===== src/rtl/mips_pkg.sv =====
// Shared MIPS pipeline definitions: load-size encodings, register constants and
// the write-back state encoding.
package mips_pkg;

  localparam logic [1:0] LS_WORD  = 2'b00;
  localparam logic [1:0] LS_HALF  = 2'b01;
  localparam logic [1:0] LS_BYTE  = 2'b10;

  localparam logic [4:0] REG_ZERO = 5'd0;

  typedef enum logic {
    WB_IDLE = 1'b0,
    WB_WAIT = 1'b1
  } wb_state_t;

  // Load controls that must survive while a slow load is outstanding.
  typedef struct packed {
    logic [4:0] w;
    logic [1:0] addr;
    logic [1:0] size;
    logic       sgn;
  } ld_hold_t;

endpackage


===== src/rtl/wb_stage_if.sv =====
// MEM-to-WB handoff: registered MEM outputs, data-memory read return and the
// WB ready back-pressure.
interface wb_stage_if #(
  parameter int DATA_W = 32
);
  logic              in_valid;
  logic              in_ready;
  logic [DATA_W-1:0] alu_result_in;
  logic [4:0]        w_in;
  logic              data_mem_en_in;
  logic              data_mem_wen_in;
  logic              reg_wen_in;
  logic [1:0]        load_size_in;
  logic              load_signed_in;
  logic [DATA_W-1:0] mem_read_data;
  logic              mem_rdy;

  modport master (
    output in_valid, alu_result_in, w_in, data_mem_en_in, data_mem_wen_in,
           reg_wen_in, load_size_in, load_signed_in, mem_read_data, mem_rdy,
    input  in_ready
  );

  modport slave (
    input  in_valid, alu_result_in, w_in, data_mem_en_in, data_mem_wen_in,
           reg_wen_in, load_size_in, load_signed_in, mem_read_data, mem_rdy,
    output in_ready
  );
endinterface


===== src/rtl/wb_stage_load_align.sv =====
// Big-endian load extraction (byte/half/word, zero or sign extended) and the
// alignment check; purely combinational.
module load_align
  import mips_pkg::*;
#(
  parameter int DATA_W = 32
) (
  input  logic [DATA_W-1:0] word,
  input  logic [1:0]        addr,
  input  logic [1:0]        size,
  input  logic              load_signed,
  output logic [DATA_W-1:0] data,
  output logic              misaligned
);

  logic [7:0]  byte_sel;
  logic [15:0] half_sel;

  always_comb begin
    byte_sel   = word[7:0];
    half_sel   = addr[1] ? word[15:0] : word[DATA_W-1 -: 16];
    data       = word;
    misaligned = 1'b0;

    case (addr)
      2'b00:   byte_sel = word[DATA_W-1 -: 8];
      2'b01:   byte_sel = word[DATA_W-9 -: 8];
      2'b10:   byte_sel = word[15:8];
      default: byte_sel = word[7:0];
    endcase

    // Reserved size 2'b11 falls through to the word case.
    case (size)
      LS_HALF: begin
        data       = {{(DATA_W-16){load_signed & half_sel[15]}}, half_sel};
        misaligned = addr[0];
      end
      LS_BYTE: data = {{(DATA_W-8){load_signed & byte_sel[7]}}, byte_sel};
      default: misaligned = (addr != 2'b00);
    endcase
  end

endmodule


===== src/rtl/wb_stage.sv =====
// MIPS write-back stage: load extraction, multi-cycle load wait with timeout,
// register-file write port and forwarding bus. Optional WB_RETIRE_CNT_EN adds a retire counter.
module wb_stage
  import mips_pkg::*;
#(
  parameter int DATA_W   = 32,
  parameter int WAIT_MAX = 15,
  parameter int CNT_W    = 32
) (
  input  logic              clk,
  input  logic              reset,
  wb_stage_if.slave         mem,
  output logic              rf_wen,
  output logic [4:0]        rf_waddr,
  output logic [DATA_W-1:0] rf_wdata,
  output logic              fwd_valid,
  output logic [4:0]        fwd_w,
  output logic [DATA_W-1:0] fwd_data,
  output logic              align_err,
  output logic              bus_err,
  output logic [CNT_W-1:0]  retire_cnt
);

  localparam int WCNT_W = (WAIT_MAX > 1) ? $clog2(WAIT_MAX) : 1;

  wb_state_t         state, state_nxt;
  logic [WCNT_W-1:0] wcnt, wcnt_nxt;
  ld_hold_t          hold, hold_nxt, ctl;
  logic              load, store, mis;
  logic [DATA_W-1:0] ext;
  logic              wen_nxt, aerr_nxt, berr_nxt;
  logic [4:0]        waddr_nxt;
  logic [DATA_W-1:0] wdata_nxt;

  assign load         = mem.data_mem_en_in & ~mem.data_mem_wen_in;
  assign store        = mem.data_mem_en_in &  mem.data_mem_wen_in;
  assign mem.in_ready = (state == WB_IDLE);

  // In IDLE the live MEM controls drive extraction; in WAIT the held copy does.
  always_comb begin
    ctl = hold;
    if (state == WB_IDLE) begin
      ctl = '{w: mem.w_in, addr: mem.alu_result_in[1:0],
              size: mem.load_size_in, sgn: mem.load_signed_in};
    end
  end

  load_align #(.DATA_W(DATA_W)) u_load_align (
    .word        (mem.mem_read_data),
    .addr        (ctl.addr),
    .size        (ctl.size),
    .load_signed (ctl.sgn),
    .data        (ext),
    .misaligned  (mis)
  );

  always_comb begin
    state_nxt = state;
    wcnt_nxt  = wcnt;
    hold_nxt  = hold;
    wen_nxt   = 1'b0;
    waddr_nxt = rf_waddr;
    wdata_nxt = rf_wdata;
    aerr_nxt  = 1'b0;
    berr_nxt  = bus_err;

    case (state)
      WB_IDLE: begin
        if (mem.in_valid) begin
          if (!load) begin
            if (mem.reg_wen_in && !store && mem.w_in != REG_ZERO) begin
              wen_nxt   = 1'b1;
              waddr_nxt = mem.w_in;
              wdata_nxt = mem.alu_result_in;
            end
          end else if (mis) begin
            aerr_nxt = 1'b1;
          end else if (mem.mem_rdy) begin
            if (mem.w_in != REG_ZERO) begin
              wen_nxt   = 1'b1;
              waddr_nxt = mem.w_in;
              wdata_nxt = ext;
            end
          end else begin
            hold_nxt  = ctl;
            wcnt_nxt  = '0;
            state_nxt = WB_WAIT;
          end
        end
      end
      WB_WAIT: begin
        if (mem.mem_rdy) begin
          if (hold.w != REG_ZERO) begin
            wen_nxt   = 1'b1;
            waddr_nxt = hold.w;
            wdata_nxt = ext;
          end
          state_nxt = WB_IDLE;
        end else if (wcnt == WCNT_W'(WAIT_MAX - 1)) begin
          berr_nxt  = 1'b1;
          state_nxt = WB_IDLE;
        end else begin
          wcnt_nxt = wcnt + 1'b1;
        end
      end
      default: state_nxt = WB_IDLE;
    endcase
  end

  always_ff @(posedge clk or posedge reset) begin
    if (reset) begin
      state     <= WB_IDLE;
      wcnt      <= '0;
      hold      <= '0;
      rf_wen    <= 1'b0;
      rf_waddr  <= '0;
      rf_wdata  <= '0;
      align_err <= 1'b0;
      bus_err   <= 1'b0;
    end else begin
      state     <= state_nxt;
      wcnt      <= wcnt_nxt;
      hold      <= hold_nxt;
      rf_wen    <= wen_nxt;
      rf_waddr  <= waddr_nxt;
      rf_wdata  <= wdata_nxt;
      align_err <= aerr_nxt;
      bus_err   <= berr_nxt;
    end
  end

  assign fwd_valid = rf_wen;
  assign fwd_w     = rf_waddr;
  assign fwd_data  = rf_wdata;

`ifdef WB_RETIRE_CNT_EN
  // Timed-out loads never retire; misaligned loads do.
  logic retire;
  assign retire = ((state == WB_IDLE) && mem.in_valid && (!load || mis || mem.mem_rdy))
               || ((state == WB_WAIT) && mem.mem_rdy);

  always_ff @(posedge clk or posedge reset) begin
    if (reset)       retire_cnt <= '0;
    else if (retire) retire_cnt <= retire_cnt + 1'b1;
  end
`else
  assign retire_cnt = '0;
`endif

endmodule


===== src/flat_wrapper.sv =====
// flat-port wrapper written by rule: the top's interface ports become plain ports
module wb_stage_flat import mips_pkg::*;
#(
  parameter int DATA_W   = 32,
  parameter int WAIT_MAX = 15,
  parameter int CNT_W    = 32
)
  (clk, reset, rf_wen, rf_waddr, rf_wdata, fwd_valid, fwd_w, fwd_data, align_err, bus_err, retire_cnt, mem_in_valid, mem_alu_result_in, mem_w_in, mem_data_mem_en_in, mem_data_mem_wen_in, mem_reg_wen_in, mem_load_size_in, mem_load_signed_in, mem_mem_read_data, mem_mem_rdy, mem_in_ready);
  wb_stage_if #(.DATA_W(DATA_W)) mem_i ();
  input  logic clk;
  input  logic reset;
  output logic rf_wen;
  output logic [4:0] rf_waddr;
  output logic [DATA_W-1:0] rf_wdata;
  output logic fwd_valid;
  output logic [4:0] fwd_w;
  output logic [DATA_W-1:0] fwd_data;
  output logic align_err;
  output logic bus_err;
  output logic [CNT_W-1:0] retire_cnt;
  input wire logic [$bits(mem_i.in_valid)-1:0] mem_in_valid;
  input wire logic [$bits(mem_i.alu_result_in)-1:0] mem_alu_result_in;
  input wire logic [$bits(mem_i.w_in)-1:0] mem_w_in;
  input wire logic [$bits(mem_i.data_mem_en_in)-1:0] mem_data_mem_en_in;
  input wire logic [$bits(mem_i.data_mem_wen_in)-1:0] mem_data_mem_wen_in;
  input wire logic [$bits(mem_i.reg_wen_in)-1:0] mem_reg_wen_in;
  input wire logic [$bits(mem_i.load_size_in)-1:0] mem_load_size_in;
  input wire logic [$bits(mem_i.load_signed_in)-1:0] mem_load_signed_in;
  input wire logic [$bits(mem_i.mem_read_data)-1:0] mem_mem_read_data;
  input wire logic [$bits(mem_i.mem_rdy)-1:0] mem_mem_rdy;
  output wire logic [$bits(mem_i.in_ready)-1:0] mem_in_ready;
  assign mem_i.in_valid = mem_in_valid;
  assign mem_i.alu_result_in = mem_alu_result_in;
  assign mem_i.w_in = mem_w_in;
  assign mem_i.data_mem_en_in = mem_data_mem_en_in;
  assign mem_i.data_mem_wen_in = mem_data_mem_wen_in;
  assign mem_i.reg_wen_in = mem_reg_wen_in;
  assign mem_i.load_size_in = mem_load_size_in;
  assign mem_i.load_signed_in = mem_load_signed_in;
  assign mem_i.mem_read_data = mem_mem_read_data;
  assign mem_i.mem_rdy = mem_mem_rdy;
  assign mem_in_ready = mem_i.in_ready;
  wb_stage #(.DATA_W(DATA_W), .WAIT_MAX(WAIT_MAX), .CNT_W(CNT_W)) u_core (.clk(clk), .reset(reset), .mem(mem_i), .rf_wen(rf_wen), .rf_waddr(rf_waddr), .rf_wdata(rf_wdata), .fwd_valid(fwd_valid), .fwd_w(fwd_w), .fwd_data(fwd_data), .align_err(align_err), .bus_err(bus_err), .retire_cnt(retire_cnt));
endmodule

===== config.mk =====
export PLATFORM = sky130hd
export DESIGN_NAME = wb_stage_flat
export DESIGN_NICKNAME = d
export VERILOG_FILES = /design/src/rtl/mips_pkg.sv /design/src/rtl/wb_stage_if.sv /design/src/rtl/wb_stage_load_align.sv /design/src/rtl/wb_stage.sv /design/src/flat_wrapper.sv
export SDC_FILE = /design/constraint.sdc
export NUM_CORES = 1
export LEC_CHECK = 0
export CAP_MARGIN = 10
export CORE_MARGIN = 1
export CORE_UTILIZATION = 30
export CTS_CLUSTER_SIZE = 40
export DETAILED_ROUTE_END_ITERATION = 8
export HOLD_SLACK_MARGIN = 0.08
export SYNTH_ARGS = -nofsm -noshare
export SYNTH_HDL_FRONTEND = slang
export SYNTH_HIERARCHICAL = 1
export SYNTH_SLANG_ARGS = --single-unit

===== constraint.sdc =====
create_clock -name clk -period 3.2 [get_ports clk]
set_input_delay 0.32 -clock clk [delete_from_list [all_inputs] [get_ports clk]]
set_output_delay 0.32 -clock clk [all_outputs]
set_load 0.02 [all_outputs]

---- Word level (Yosys, flattened, before mapping) ----
Index checks and enable logic that the tools add are counted.
storage, ports and cells
  word-level logic and storage cells ...... 98
  output and inout port bits .............. 111
  input bits .............................. 79
  register bits ........................... 55
operators by class
  add/subtract/negate cells ............... 1
  eq/ne operators ......................... 17
  bitwise operators ....................... 8
  mux-type cells .......................... 50
  reductions and logical operators ........ 11
operators with widths
  operator                                               number
  two-way mux 32 bit                                     8
  case mux 32 bit (2 select lines)                       2
  two-way mux 5 bit                                      9
  two-way mux 4 bit                                      6
  case mux 8 bit (3 select lines)                        1
  two-way mux 1 bit                                      18
  two-way mux 16 bit                                     1
  inequality test 2 bit, second input constant           7
  case mux 5 bit (2 select lines)                        1
  nonzero test 5 bit                                     2
  inequality test 3 bit, second input constant           3
  case mux 4 bit (2 select lines)                        1
  AND reduction 7 bit                                    1
  case mux 1 bit (2 select lines)                        3
  AND reduction 6 bit                                    1
  AND reduction 5 bit                                    1
  adder 4 x 1 -> 4 bit, second input constant            1
  AND 1 bit                                              4
  == test 2 x 1 -> 1 bit, second input constant          2
  == test 2 bit, second input constant                   2
  == test 4 bit, second input constant                   1
  NOT 1 bit                                              4
  inequality test 3 x 1 -> 1 bit, second input constant  1
  AND reduction 3 bit                                    1
  5 further kinds                                        6

---- Longest topological paths before layout ----
Gate-level depths: netlist of run 1.
  depth in word-level cells ............... 11
  depth in mapped cells ................... 14
  gate-level depth less buffers ........... 9

---- Modules after synthesis ----
Netlist of run 1, hierarchy kept.
by module, submodules not included
  module      cells an instance  seq. area each (µm²)  times used  area an instance (µm²)
  wb_stage    264                1376.3                1           3343.2
  load_align  123                0.0                   1           863.3

---- Worst setup path after synthesis of run 1 ----
No wires, ideal clock.
  path type ............................... flip-flop to flip-flop
  from .................................... register u_core.state
  to ...................................... register u_core.rf_wdata[0] (netlist: u_core/fwd_data[0])
  data arrival time ....................... 3.252 ns
  buffers on the path ..................... 5
  data required time ...................... 3.075 ns
  path slack .............................. -0.177 ns
  setup time .............................. 0.125 ns
  stages on the path, launching flop included .. 14
  period minus slack after synthesis ...... 3.377 ns
  path through ............................ dfrtp_1 buf_4 clkbuf_1 mux2_2 ha_1 clkbuf_1 a21oi_1 nor2_1 nand3b_1 o31a_1 a2111oi_4 buf_6 buf_6 mux2_4
RTL lines
  what                      line             text
  start: declaration        wb_stage.sv:26   wb_state_t state, state_nxt;
  start signal: assignment  wb_stage.sv:121  state <= state_nxt;
  end signal: assignment    wb_stage.sv:126  rf_wdata <= wdata_nxt;
  end: declaration          wb_stage.sv:15   output logic [DATA_W-1:0] rf_wdata,

==> results.txt, run 1 <==
Net Switching: 1.39 mW
Fmax: 0.350 GHz
Vias: 3230
Nets: 582
Most frequent cells in the layout: clkdlybuf4s50_1, mux2_2, dfrtp_1, nand2_1, conb_1
H-tree Lvls: 2
Worst-path fanout max: 24
DRT Pass-1 Iters: 5
Number of port buffers: 157
Combinational share of power: 53.7%
Global route overflow: 0
Slew HR: 57.3%
Sequential Power Share: 30.3%
Post-synth EDFFs: 0
Sequential area share after synthesis: 32.7%
Starting Density: 31.3%
Final setup violation count: 0
Pwr Density: 641 nW/um2
Post-CTS setup buffers: 0
Layout cells sized above 1: 25.0%
Vias in the first global route: 3171
TritonCTS buffer count: 5
Power Internal: 2.27 mW
Tcrit/Tclk final: 89.2%
DRC viols: 0
Fin worst setup slack: 0.344 ns
Max Transition Viols Final: 0
Post-synth ARST share: 100%
Crit Path Category: flip-flop to flip-flop
Worst min path class: input pin to async pin
Req. time, crit path: 3.39 ns
First-pass GRT wire length: 17.6 mm
Synth cell types: 54
Post-Syn Area per Cell: 10.9 um2
CP max stage cell: mux4_2
Synth Flop Type: dfrtp_1
Layout overhead on the synthesized area: 35.6%
Static leakage: 2.46 nW
Cells after Synth: 387
Post-CTS Resized: 0
Post-route ant nets: 0
Initial antenna violation count: 0
Ports: 190
Post-cts hold buffer count: 0
Die width: 120 um
WHS: 0.424 ns
Sink Count: 55
WL/cell: 17.0 um
Critical Path, Cell by Cell: buf_4 > mux2_2 > mux4_2 > nand4b_4 > o211ai_1 > mux2_2 > mux2_4
Setup TNS: 0 ns
Die height: 120 um
CTS Root Cell: clkbuf_16
Clock network latency to the later pin of the worst-skew pair: 0.30 ns
Vias per cell: 4.77
CTS max path bufs: 2
Yosys reg bits: 55
Max-cap violations: 0
CP peak stage delay: 0.49 ns
Most used cell along the critical path: mux2_2
CP startpoint kind: flip-flop
CTS tree: done
Worst slew pin tran: 0.639 ns
Gr usage total: 15.8%
Area of the core: 13500 um2
Total wire length: 11.5 mm
Post-Syn Area: 4210 um2
Net Sw Frac: 38.0%
Clock transition at the registers of the reported paths: 0.08 ns
Commonest non-fill, non-tap cell in the layout: clkdlybuf4s50_1
Clock network fraction of design power: 16.0%
Worst vdd ir: 0.300 mV
Rows: 42
Family with the most delay on the worst path: multiplexers
Minimum clock period: 2.86 ns
Largest net degree at the start of global routing: 41
Post-DP HPWL: 8.95 mm
Fin Clk Skew: 0.00718 ns
CP Capture Type: flip-flop
RSZ-0062 raised after global routing: no
Outcome: finished clean
YS warnings: 6
Hold violation total from the final report: 0
Worst slack, placed: 0.129 ns
GP Congestion: 0.764
Die area: 14500 um2
Worst path arrival time: 3.04 ns
Worst path bufs/invs: 1
Initial drt markers: 132
[power groups by stage]
stage | combinational (mW) | clock (mW) | sequential [mW]
after floorplan | 1.11 | 0 | 1.29
after global placement | 1.95 | 0 | 1.12
after detailed placement | 1.97 | 0 | 1.13
after CTS | 1.97 | 0.602 | 1.12
after global routing | 2.07 | 0.626 | 1.15
final | 1.96 | 0.584 | 1.11
[cells by family (layout without fill, tap and decap cells)]
kind of cell | after synthesis | in the layout | synth area share, %
AO/OA/AOI/OAI | 44 | 44 | 8.77
XOR/XNOR | 1 | 1 | 0.208
adder cells (fa/ha/maj) | 4 | 4 | 1.19
buffers and inverters | 107 | 189 | 17.5
flip-flops | 55 | 55 | 32.7
multiplexers | 100 | 100 | 29.4
other | 1 | 33 | 0.0891
AND/OR/NAND/NOR | 75 | 75 | 10.1
[Yosys cell counts, types with 3 or more instances]
| cell | count | area (um2) |
|---|---|---|
| nand3_1 | 15 | 75.1 |
| buf_4 | 72 | 541 |
| nand3b_1 | 3 | 22.5 |
| a22oi_1 | 9 | 67.6 |
| o211ai_1 | 7 | 52.6 |
| a32oi_1 | 6 | 52.6 |
| dfrtp_1 | 55 | 1380 |
| mux2_4 | 19 | 285 |
| o22ai_1 | 5 | 31.3 |
| buf_2 | 9 | 45.0 |
| nor2_1 | 3 | 11.3 |
| ha_1 | 4 | 50.1 |
| mux2_1 | 4 | 45.0 |
| buf_6 | 4 | 45.0 |
| o211ai_2 | 3 | 37.5 |
| inv_1 | 14 | 52.6 |
| nand2_1 | 33 | 124 |
| mux2_2 | 72 | 811 |
| clkbuf_1 | 5 | 18.8 |
[sequential cells by signal, summed over array words and instances (netlist names)]
signal / cells
u_core/fwd_w: 5
u_core/state: 1
u_core/hold: 10
u_core/fwd_valid: 1
u_core/wcnt: 4
u_core/bus_err: 1
u_core/fwd_data: 32
u_core/align_err: 1
[metrics by stage]
stage          instances  instance area (um2)  util [%]  power [mW]
2_1_floorplan        418                 4330         -        2.40
3_3_place_gp         668                 5550      41.2        3.06
3_5_place_dp         668                 5550      41.2        3.09
4_1_cts              676                 5700      42.4        3.69
5_1_grt              676                 5700      42.4        3.84
6_report             677                 5700      42.4        3.66
[layer usage]
metal | GRT usage, % | share of wire, %
met5 | 0 | 0
met2 | 26.4 | 48
met3 | 2.88 | 7.1
met1 | 21.3 | 45
met4 | 3.09 | 0.73
[worst paths after layout]
kind / start / end / slack, ns / cells past startpoint
worst max-delay path: u_core/state / u_core/fwd_data[15] / 0.34 / 7
worst min-delay path: reset / u_core/fwd_data[26] / 0.42 / 2
worst max register to register: u_core/state / u_core/fwd_data[15] / 0.34 / 7
worst min register to register: u_core/bus_err / u_core/bus_err / 0.46 / 1
max in group asynchronous: reset / u_core/fwd_w[3] / 1.94 / 3
min in group clk: u_core/bus_err / u_core/bus_err / 0.46 / 1
[final cells by class]
cell class	instances	area, um2
fill	1331	7750
multi-input combinational	256	2220
timing repair buffer	166	1680
sequential	55	1380
tap	176	220
clock buffer	5	125
inverter	15	56.3
clock inverter	3	27.5
antenna	1	2.50
Power figures use the tool's default switching activity.
==> inputs of run 2 (changes only) <==
--- a/config.mk
+++ b/config.mk
@@ -6,7 +6,7 @@
 export NUM_CORES = 1
 export LEC_CHECK = 0
 export CAP_MARGIN = 10
-export CORE_MARGIN = 1
+export CORE_MARGIN = 4
 export CORE_UTILIZATION = 30
 export CTS_CLUSTER_SIZE = 40
 export DETAILED_ROUTE_END_ITERATION = 8
==> results.txt, run 2 (same netlist as run 1, synthesis figures left out) <==
Util after Layout: 41.3% (was 42.4%)
Fmax: 0.349 GHz (was 0.350 GHz)
Sink Count: 55 (unchanged)
Die height: 126 um (was 120 um)
Die width: 126 um (was 120 um)
Clock network latency to the later pin of the worst-skew pair: 0.30 ns (about the same)
Max Transition Viols Final: 0 (unchanged)
Worst vdd ir: 0.293 mV (was 0.300 mV)
Number of port buffers: 157 (unchanged)
Hold violation total from the final report: 0 (unchanged)
CTS Root Cell: clkbuf_16 (unchanged)
Met1 Resource Use GR: 18.6% (was 21.3%)
CTS max path bufs: 2 (unchanged)
Post-cts hold buffer count: 0 (unchanged)
Worst-path fanout max: 22 (was 24)
Global routing usage on met3: 3.20% (was 2.88%)
WL/cell: 17.2 um (was 17.0 um)
Vias: 3170 (was 3230)
Minimum clock period: 2.87 ns (was 2.86 ns)
Clock transition at the registers of the reported paths: 0.07 ns (was 0.08 ns)
Finished Layout Cells: 681 (was 677)
GR peak layer: met2 (unchanged)
First-pass GRT wire length: 18.1 mm (was 17.6 mm)
Ant diodes: 0 (was 1)
TritonCTS buffer count: 5 (unchanged)
CP max stage cell: dfrtp_1 (was mux4_2)
RSZ-0062 raised after global routing: no (unchanged)
CP Capture Type: flip-flop (unchanged)
Worst path arrival time: 3.05 ns (was 3.04 ns)
CP startpoint kind: flip-flop (unchanged)
Vias per cell: 4.65 (was 4.77)
Post-CTS Resized: 0 (unchanged)
Static leakage: 2.47 nW (was 2.46 nW)
Fin Clk Skew: 0.00653 ns (was 0.00718 ns)
Most used cell along the critical path: mux2_2 (unchanged)
Die area: 16000 um2 (was 14500 um2)
Post-DP HPWL: 9.39 mm (was 8.95 mm)
Ports: 190 (unchanged)
Initial drt markers: 144 (was 132)
Placed cell count: 673 (was 668)
Final setup violation count: 0 (unchanged)
Most frequent cells in the layout: clkdlybuf4s50_1, mux2_2, dfrtp_1, nand2_1, conb_1 (unchanged)
Total wire length: 11.7 mm (was 11.5 mm)
Max reg flops: 32 (unchanged)
DRT Pass-1 Iters: 5 (unchanged)
Post-CTS setup buffers: 0 (unchanged)
Critical Path, Cell by Cell: mux2_2 > inv_1 > ha_1 > a21oi_1 > nor2_1 > nand3b_1 > o31a_1 > a2111oi_4 > buf_4 > mux2_2 (was buf_4 > mux2_2 > mux4_2 > nand4b_4 > o211ai_1 > mux2_2 > mux2_4)
Initial antenna violation count: 0 (unchanged)
Req. time, crit path: 3.38 ns (was 3.39 ns)
CTS tree: done (unchanged)
Crit Path Category: flip-flop to flip-flop (unchanged)
Max-cap violations: 0 (unchanged)
Post-route ant nets: 0 (unchanged)
Layout overhead on the synthesized area: 35.6% (about the same)
Gr usage total: 14.4% (was 15.8%)
Overall Power: 3.70 mW (was 3.66 mW)
Nets: 583 (was 582)
Outcome: finished clean (unchanged)
DRC viols: 0 (unchanged)
Filler instances: 1337 (was 1331)
Rows: 43 (was 42)
GRT met2 Usage: 24.5% (was 26.4%)
WHS: 0.361 ns (was 0.424 ns)
Worst slew pin tran: 0.519 ns (was 0.639 ns)
Tcrit/Tclk final: 89.6% (was 89.2%)
Layout cells sized above 1: 25.1% (was 25.0%)
Vias in the first global route: 3272 (was 3171)
Largest net degree at the start of global routing: 41 (unchanged)
Commonest non-fill, non-tap cell in the layout: clkdlybuf4s50_1 (unchanged)
Slew HR: 65.4% (was 57.3%)
Starting Density: 30.4% (was 31.3%)
Worst min path class: input pin to async pin (unchanged)
CP peak stage delay: 0.45 ns (was 0.49 ns)
Global route overflow: 0 (unchanged)
H-tree Lvls: 2 (unchanged)
Area of the core: 13800 um2 (was 13500 um2)
Setup TNS: 0 ns (unchanged)
GP Congestion: 0.744 (was 0.764)
Pwr Density: 649 nW/um2 (was 641 nW/um2)
[run 2: layout make-up]
type / count / area, um2 / area share [%]
Multi-Input combinational cell: 256 / 2220 / 38.9
Timing Repair Buffer: 167 / 1660 / 29.1
Sequential cell: 55 / 1380 / 24.1
Tap cell: 180 / 225 / 3.95
Clock buffer: 5 / 125 / 2.19
Inverter: 15 / 56.3 / 0.987
Clock inverter: 3 / 43.8 / 0.768
[run 2: power by group]
group / switching (mW) / leakage, nW / internal, mW / total [mW]
clock: 0.263 / 0.0838 / 0.370 / 0.633
sequential: 0.188 / 0.675 / 0.920 / 1.11
combinational: 0.918 / 1.71 / 1.04 / 1.96
[run 2: final timing paths]
path	endpoint	slack [ns]	start	cells past startpoint
worst max-delay path	u_core/fwd_data[19]	0.33	u_core/state	10
worst min-delay path	u_core/fwd_w[4]	0.36	reset	2
max in group asynchronous	u_core/fwd_data[12]	2.19	reset	3
min in group clk	u_core/bus_err	0.47	u_core/bus_err	1
worst max register to register	u_core/fwd_data[19]	0.33	u_core/state	10
worst min register to register	u_core/bus_err	0.47	u_core/bus_err	1
[run 2: stage by stage]
step           setup WS, ns  area [um2]
3_3_place_gp          0.196        5540
2_1_floorplan       0.00561        4330
3_5_place_dp          0.146        5540
6_report              0.332        5700
5_1_grt               0.154        5700
4_1_cts               0.315        5700
[run 2: worst max-delay path: cells and delay by family (launching register included)]
family                   cells  cell delay [ns]
AO/OA/AOI/OAI                3             0.62
adder cells (fa/ha/maj)      1             0.25
buffers and inverters        2             0.43
flip-flops                   1             0.45
multiplexers                 2             0.77
AND/OR/NAND/NOR              2             0.22
[run 2: layer usage]
metal	share of wire, %	vias to the layer above
li1	-	1503
met2	49	123
met3	5.9	7
met5	0	-
met1	44	1537
met4	1.1	0
